[src/rtl/fir_pkg.sv]
// fir_pkg: shared FSM state type, default sizing and accumulator width
// helper for the multichannel FIR core.
package fir_pkg;

  typedef enum logic [1:0] {
    IDLE = 2'd0,
    MAC  = 2'd1,
    OUT  = 2'd2
  } fir_state_t;

  localparam int DEF_MAX_TAPS   = 16;
  localparam int DEF_DATA_WIDTH = 16;
  localparam int DEF_COEF_WIDTH = 16;
  localparam int DEF_NUM_CH     = 2;

  // Product width plus growth bits for summing taps products.
  function automatic int acc_width(int dw, int cw, int taps);
    return dw + cw + $clog2(taps);
  endfunction

endpackage

[src/rtl/fir_mac.sv]
// fir_mac: registered signed multiply-accumulate with synchronous clear.
// Ports: clk, rst_n, clr, en, a, b in; acc out (full precision).
module fir_mac #(
  parameter int AW    = 16,
  parameter int BW    = 16,
  parameter int ACC_W = 36
) (
  input  logic                    clk,
  input  logic                    rst_n,
  input  logic                    clr,
  input  logic                    en,
  input  logic signed [AW-1:0]    a,
  input  logic signed [BW-1:0]    b,
  output logic signed [ACC_W-1:0] acc
);

  localparam int PW = AW + BW;

  logic signed [PW-1:0] prod;

  assign prod = PW'(a) * PW'(b);

  always_ff @(posedge clk or negedge rst_n) begin
    if (!rst_n) begin
      acc <= '0;
    end else if (clr) begin
      acc <= '0;
    end else if (en) begin
      acc <= acc + {{(ACC_W-PW){prod[PW-1]}}, prod};
    end
  end

endmodule

[src/rtl/fir_mc_core.sv]
// fir_mc_core: time-multiplexed FIR, one MAC per cycle, shared coefs,
// per-channel delay lines. Ports: coef load, sample/result handshakes, busy, err.
module fir_mc_core
  import fir_pkg::*;
#(
  parameter int C_MAX_TAPS   = DEF_MAX_TAPS,
  parameter int C_DATA_WIDTH = DEF_DATA_WIDTH,
  parameter int C_COEF_WIDTH = DEF_COEF_WIDTH,
  parameter int C_NUM_CH     = DEF_NUM_CH,
  localparam int C_ACC_WIDTH =
    acc_width(C_DATA_WIDTH, C_COEF_WIDTH, C_MAX_TAPS),
  localparam int TW  = $clog2(C_MAX_TAPS) + 1,
  localparam int CHW = (C_NUM_CH > 1) ? $clog2(C_NUM_CH) : 1
) (
  input  logic                           s00_axi_aclk,
  input  logic                           s00_axi_aresetn,
  input  logic [TW-1:0]                  cfg_tap_count,
  input  logic                           coef_load_en,
  input  logic                           coef_wr,
  input  logic signed [C_COEF_WIDTH-1:0] coef_data,
  input  logic                           in_valid,
  output logic                           in_ready,
  input  logic [CHW-1:0]                 in_ch,
  input  logic signed [C_DATA_WIDTH-1:0] in_data,
  output logic                           out_valid,
  input  logic                           out_ready,
  output logic [CHW-1:0]                 out_ch,
  output logic signed [C_ACC_WIDTH-1:0]  out_data,
  output logic                           busy,
  output logic                           err
);

  localparam int KW = TW - 1;
  localparam logic [TW-1:0] MAXT = TW'(C_MAX_TAPS);

  fir_state_t state;

  logic [TW-1:0]  idx;
  logic [TW-1:0]  wr_idx;
  logic [TW-1:0]  t_lat;
  logic [KW-1:0]  k;
  logic [CHW-1:0] ch_lat;
  logic           load_q;
  logic           load_rise;
  logic           tap_ok;
  logic           accept;
  logic           mac_en;

  logic signed [C_COEF_WIDTH-1:0] coef [C_MAX_TAPS];
  logic signed [C_DATA_WIDTH-1:0] dline [C_NUM_CH][C_MAX_TAPS];

  // A write in the same cycle as the load-enable rise lands at index 0.
  assign load_rise = coef_load_en & ~load_q;
  assign wr_idx    = load_rise ? '0 : idx;
  assign tap_ok    = (cfg_tap_count != '0) && (cfg_tap_count <= MAXT);
  // Held low while reset is asserted even though state already reads IDLE.
  assign in_ready  = s00_axi_aresetn && (state == IDLE)
                   && !coef_load_en && tap_ok;
  assign accept    = in_valid & in_ready;
  assign busy      = (state != IDLE);
  assign out_ch    = ch_lat;
  assign mac_en    = (state == MAC);

  fir_mac #(
    .AW    (C_DATA_WIDTH),
    .BW    (C_COEF_WIDTH),
    .ACC_W (C_ACC_WIDTH)
  ) u_mac (
    .clk   (s00_axi_aclk),
    .rst_n (s00_axi_aresetn),
    .clr   (accept),
    .en    (mac_en),
    .a     (dline[ch_lat][k]),
    .b     (coef[k]),
    .acc   (out_data)
  );

  always_ff @(posedge s00_axi_aclk or negedge s00_axi_aresetn) begin
    if (!s00_axi_aresetn) begin
      state     <= IDLE;
      idx       <= '0;
      t_lat     <= '0;
      k         <= '0;
      ch_lat    <= '0;
      load_q    <= 1'b0;
      out_valid <= 1'b0;
      err       <= 1'b0;
      for (int i = 0; i < C_MAX_TAPS; i++) begin
        coef[i] <= '0;
      end
      for (int c = 0; c < C_NUM_CH; c++) begin
        for (int i = 0; i < C_MAX_TAPS; i++) begin
          dline[c][i] <= '0;
        end
      end
    end else begin
      load_q <= coef_load_en;
      if (load_rise) begin
        idx <= '0;
      end
      unique case (state)
        IDLE: begin
          if (coef_load_en) begin
            if (coef_wr) begin
              if (wr_idx < MAXT) begin
                coef[wr_idx[KW-1:0]] <= coef_data;
                idx <= wr_idx + TW'(1);
              end else begin
                err <= 1'b1;
              end
            end
          end else if (!tap_ok) begin
            err <= 1'b1;
          end else if (accept) begin
            for (int i = C_MAX_TAPS - 1; i > 0; i--) begin
              dline[in_ch][i] <= dline[in_ch][i-1];
            end
            dline[in_ch][0] <= in_data;
            t_lat  <= cfg_tap_count;
            ch_lat <= in_ch;
            k      <= '0;
            state  <= MAC;
          end
        end
        MAC: begin
          k <= k + KW'(1);
          if ({1'b0, k} == t_lat - TW'(1)) begin
            state     <= OUT;
            out_valid <= 1'b1;
          end
        end
        OUT: begin
          if (out_ready) begin
            state     <= IDLE;
            out_valid <= 1'b0;
          end
        end
        default: begin
          state     <= IDLE;
          out_valid <= 1'b0;
        end
      endcase
    end
  end

endmodule
[config.mk]
export PLATFORM = sky130hd
export DESIGN_NAME = fir_mc_core
export DESIGN_NICKNAME = d
export VERILOG_FILES = /design/src/rtl/fir_pkg.sv /design/src/rtl/fir_mac.sv /design/src/rtl/fir_mc_core.sv
export SDC_FILE = /design/constraint.sdc
export NUM_CORES = 2
export LEC_CHECK = 0
export CORE_MARGIN = 1.5
export CORE_UTILIZATION = 58
export DETAILED_ROUTE_END_ITERATION = 6
export PLACE_DENSITY_LB_ADDON = 0.3
export REMOVE_ABC_BUFFERS = 1
export SLEW_MARGIN = 5
export SYNTH_ARGS = -nofsm -noshare
export SYNTH_HDL_FRONTEND = slang
export SYNTH_SLANG_ARGS = --single-unit
[constraint.sdc]
create_clock -name s00_axi_aclk -period 9.5 [get_ports s00_axi_aclk]
set_clock_uncertainty 0.05 [all_clocks]
set_input_delay 1.425 -clock s00_axi_aclk [delete_from_list [all_inputs] [get_ports s00_axi_aclk]]
set_output_delay 1.425 -clock s00_axi_aclk [all_outputs]
set_load 0.05 [all_outputs]
==> results_dict.tcl <==
set metrics [dict create \
    status "complete, no violations" \
    h-tree-depth 3 \
    nNetsFinal 4277 \
    timing_worst_setup_path_type "reg2reg" \
    die-area_um2 85100 \
    hold_path_startpoint "err$_DFFE_PN0P_" \
    antenna_violating_nets_post_route 0 \
    antenna_found_initial 2 \
    drive_gt1_share_pct 37.5 \
    post_drt_wl_per_cell_um 21.2 \
    synth_area_per_cell_um2 13.3 \
    worst_setup_path_end_kind "flop" \
    required_ns 9.99 \
    grt-busiest-layer "met2" \
    synth_edf_count 0 \
    worst_r2r_startpoint "out_ch$_DFFE_PN0P_" \
    floorplan.initialDensity_pct 58.8 \
    synth_cell_type_count 65 \
    ff_latch_area_um2 20600 \
    max_stage_delay_on_crit_path_ns 0.58 \
    worst_path_dominant_cell_family "adder cells" \
    synth_top_cells_by_area "sky130_fd_sc_hd__dfrtp_1 43%, sky130_fd_sc_hd__mux2_2 19%, sky130_fd_sc_hd__fa_1 11%" \
    slowest_stage "sky130_fd_sc_hd__fa_1" \
    slew_violations 0 \
    final.setup.worst_slack_ns 0.0986 \
    whs_endpoint "err$_DFFE_PN0P_" \
    synth.cell_area_um2 48300 \
    critPathLaunchType "flop" \
    synth_top_flop_cell "sky130_fd_sc_hd__dfrtp_1" \
    detail_route.wirelength_um 105000 \
    vias_in_the_first_global_route 31500 \
    dpl.hpwl_um 70700 \
    met1_layer_usage_reported_by_global_route_pct 35.4 \
    ff2ff_setup_slack_ns 0.1 \
    buffer_ports.inserted 84 \
    synthesis.yosys.warnings 0 \
    multi_input_comb_area_um2 25900 \
    yosysTopAreaCell "sky130_fd_sc_hd__dfrtp_1" \
    crit_top_cell "sky130_fd_sc_hd__fa_1" \
    worst_pin_slew_ns 1.22 \
    placeableCoreArea_um2 82200 \
    layout_commonest_cell "sky130_fd_sc_hd__dfrtp_1" \
    fraction_of_met3_tracks_used_by_global_routing_pct 3.69 \
    dr_total_vias 29500 \
    layout-area-overhead-vs-synth_pct 14.7 \
    numCtsBuffers 88 \
    maximum_number_of_pins_on_one_net_before_global_route_repair 187 \
    most-common-layout-cells "819 x sky130_fd_sc_hd__dfrtp_1, 786 x sky130_fd_sc_hd__mux2_2, 322 x sky130_fd_sc_hd__inv_1" \
    largest_driver_fanout_on_the_critical_path 8 \
    clock_tree_from_tritoncts "done" \
    grt_pass1_wl_um 173000 \
    die_h_um 292 \
    dpl_worst_slack_ns -0.144 \
    reg2reg_to "u_mac.acc[32]$_DFFE_PN0P_" \
    cell_count_after_synthesis 3631 \
    drtIter0Drc 1882 \
    clock_network_latency_to_the_later_pin_of_the_worst_skew_pair_ns 0.64 \
    num_antenna_cells 0 \
    rr_worst_depth 32 \
    rows 105 \
    filler_cell_count 5720 \
    global_route.overflow_total 0 \
    finish.instance_area_um2 55400 \
    globalRouteTotalUtil_pct 25.5 \
    post-route-drc-count 0 \
    final_hold_viol_count 0 \
    finalCritPeriodShare_pct 99.0 \
    max_clock_freq_mhz 106 \
    cts.reportedPaths.clkPinSlew_ns 0.06 \
    finalSetupViolations 0 \
    detailedRoute.firstPassIterationCount 6 \
    cap_viol_max_count 0 \
    grt.met2_usage_pct 41.4 \
    maxSlewHeadroom_pct 19.0 \
    clock_sink_count 824 \
    ioPinCount 85 \
    cts-root-to-sink-buffers 3 \
    worstPathBufferInverterCount 4 \
    vias_per_cell 5.92 \
    postSynthRegisterBits 824 \
    rsz_0062_raised_after_global_routing "yes" \
    cts_root_buf "sky130_fd_sc_hd__clkbuf_16" \
    critPathArrivalTime_ns 9.89 \
    min_path_cells 1 \
    finalWeightedCongestion 0.869 \
    fraction_of_registers_with_async_set_reset_pct 100 \
    worst_hold_path_type "reg2reg" \
    die_w_um 292 \
    period_minus_slack_ns 9.40 \
    placed_cell_area_um2 51400 \
    synth_sequential_area_ratio_pct 42.7 \
    yosysTopAreaCellShare_pct 42.7 \
]
[state kept, by name, indices dropped and copies added, names as in the netlist]
register   cells
coef         256
t_lat          5
load_q         1
out_valid      1
k              4
dline        512
out_ch         1
u_mac.acc     36
idx            5
state          2
err            1
[layout make-up]
class | instances | area share, %
Multi-Input combinational cell | 2284 | 46.8
Sequential cell | 824 | 37.2
Timing Repair Buffer | 322 | 5.88
Clock buffer | 129 | 4.73
Tap cell | 1070 | 2.42
Inverter | 326 | 2.21
Clock inverter | 30 | 0.772
[metal layers]
metal	up-vias	wire length (µm)
met5	-	24
met4	4	3510
met3	226	4920
met2	698	51400
met1	15500	45600
li1	13100	-
[repair_timing]
| item | 4_1_cts | 5_1_grt |
|---|---|---|
| hold endpoints to repair | 0 | 0 |
| hold buffers | 0 | 0 |
| resized for setup | 11 | 114 |
| gates cloned | 2 | 7 |
| setup endpoints to repair | 3 | 14 |
| pin swaps | 3 | 50 |
| buffers inserted | 3 | 35 |
[Yosys cell counts (all sizes together), types with 7 or more instances]
library cell and count:
nor3 8, mux4 192, mux2i 55, mux2 799
o221ai 10, a221oi 12, inv 326, nand3 37
nor2b 31, nand2b 22, xnor2 45, o22ai 7
fa 263, clkbuf 66, a211oi 10, o21a 13
ha 124, a21oi 70, and3 9, nor2 66
and2 98, buf 132, xor2 22, dfrtp 824
a22oi 11, o211ai 7, nand2 193, a21o 23
o21ai 91
[through the flow]
stage / hold slack, ns / std cells / utilization [%] / setup TNS, ns
2_1_floorplan: 0.419 / 3433 / - / -1550.60
4_1_cts: 0.432 / 4943 / 66.3 / 0
3_3_place_gp: 0.401 / 4779 / 62.5 / 0
6_report: 0.428 / 4985 / 67.4 / 0
5_1_grt: 0.463 / 4985 / 67.4 / -0.913
3_5_place_dp: 0.402 / 4779 / 62.5 / -0.391
[cells by family (layout without fill, tap and decap cells)]
| kind of cell | count (synthesis) | count (layout) | share of synthesized area [%] |
|---|---|---|---|
| AOI/OAI and AO/OA | 294 | 294 | 3.84 |
| xor gates and xnor gates | 67 | 67 | 1.21 |
| adders and majority gates | 387 | 387 | 14.1 |
| buffers and inverters | 524 | 807 | 4.49 |
| DFF | 824 | 824 | 42.7 |
| muxes | 1046 | 1047 | 28.7 |
| and+or+nand+nor | 489 | 489 | 4.96 |
[worst max-delay path by stage]
stage	from	end	cells past startpoint
6_report	out_ch$_DFFE_PN0P_	u_mac.acc[32]$_DFFE_PN0P_	32
3_3_place_gp	out_ch$_DFFE_PN0P_	u_mac.acc[34]$_DFFE_PN0P_	32
4_1_cts	out_ch$_DFFE_PN0P_	u_mac.acc[32]$_DFFE_PN0P_	36
5_1_grt	out_ch$_DFFE_PN0P_	u_mac.acc[32]$_DFFE_PN0P_	35
3_5_place_dp	out_ch$_DFFE_PN0P_	u_mac.acc[32]$_DFFE_PN0P_	33
2_1_floorplan	cfg_tap_count[3]	dline[256]$_DFFE_PN0P_	7
Power is left out: the tool's default activity adds up to more than one toggle a clock period on the data nets, which glitch-free logic cannot reach.
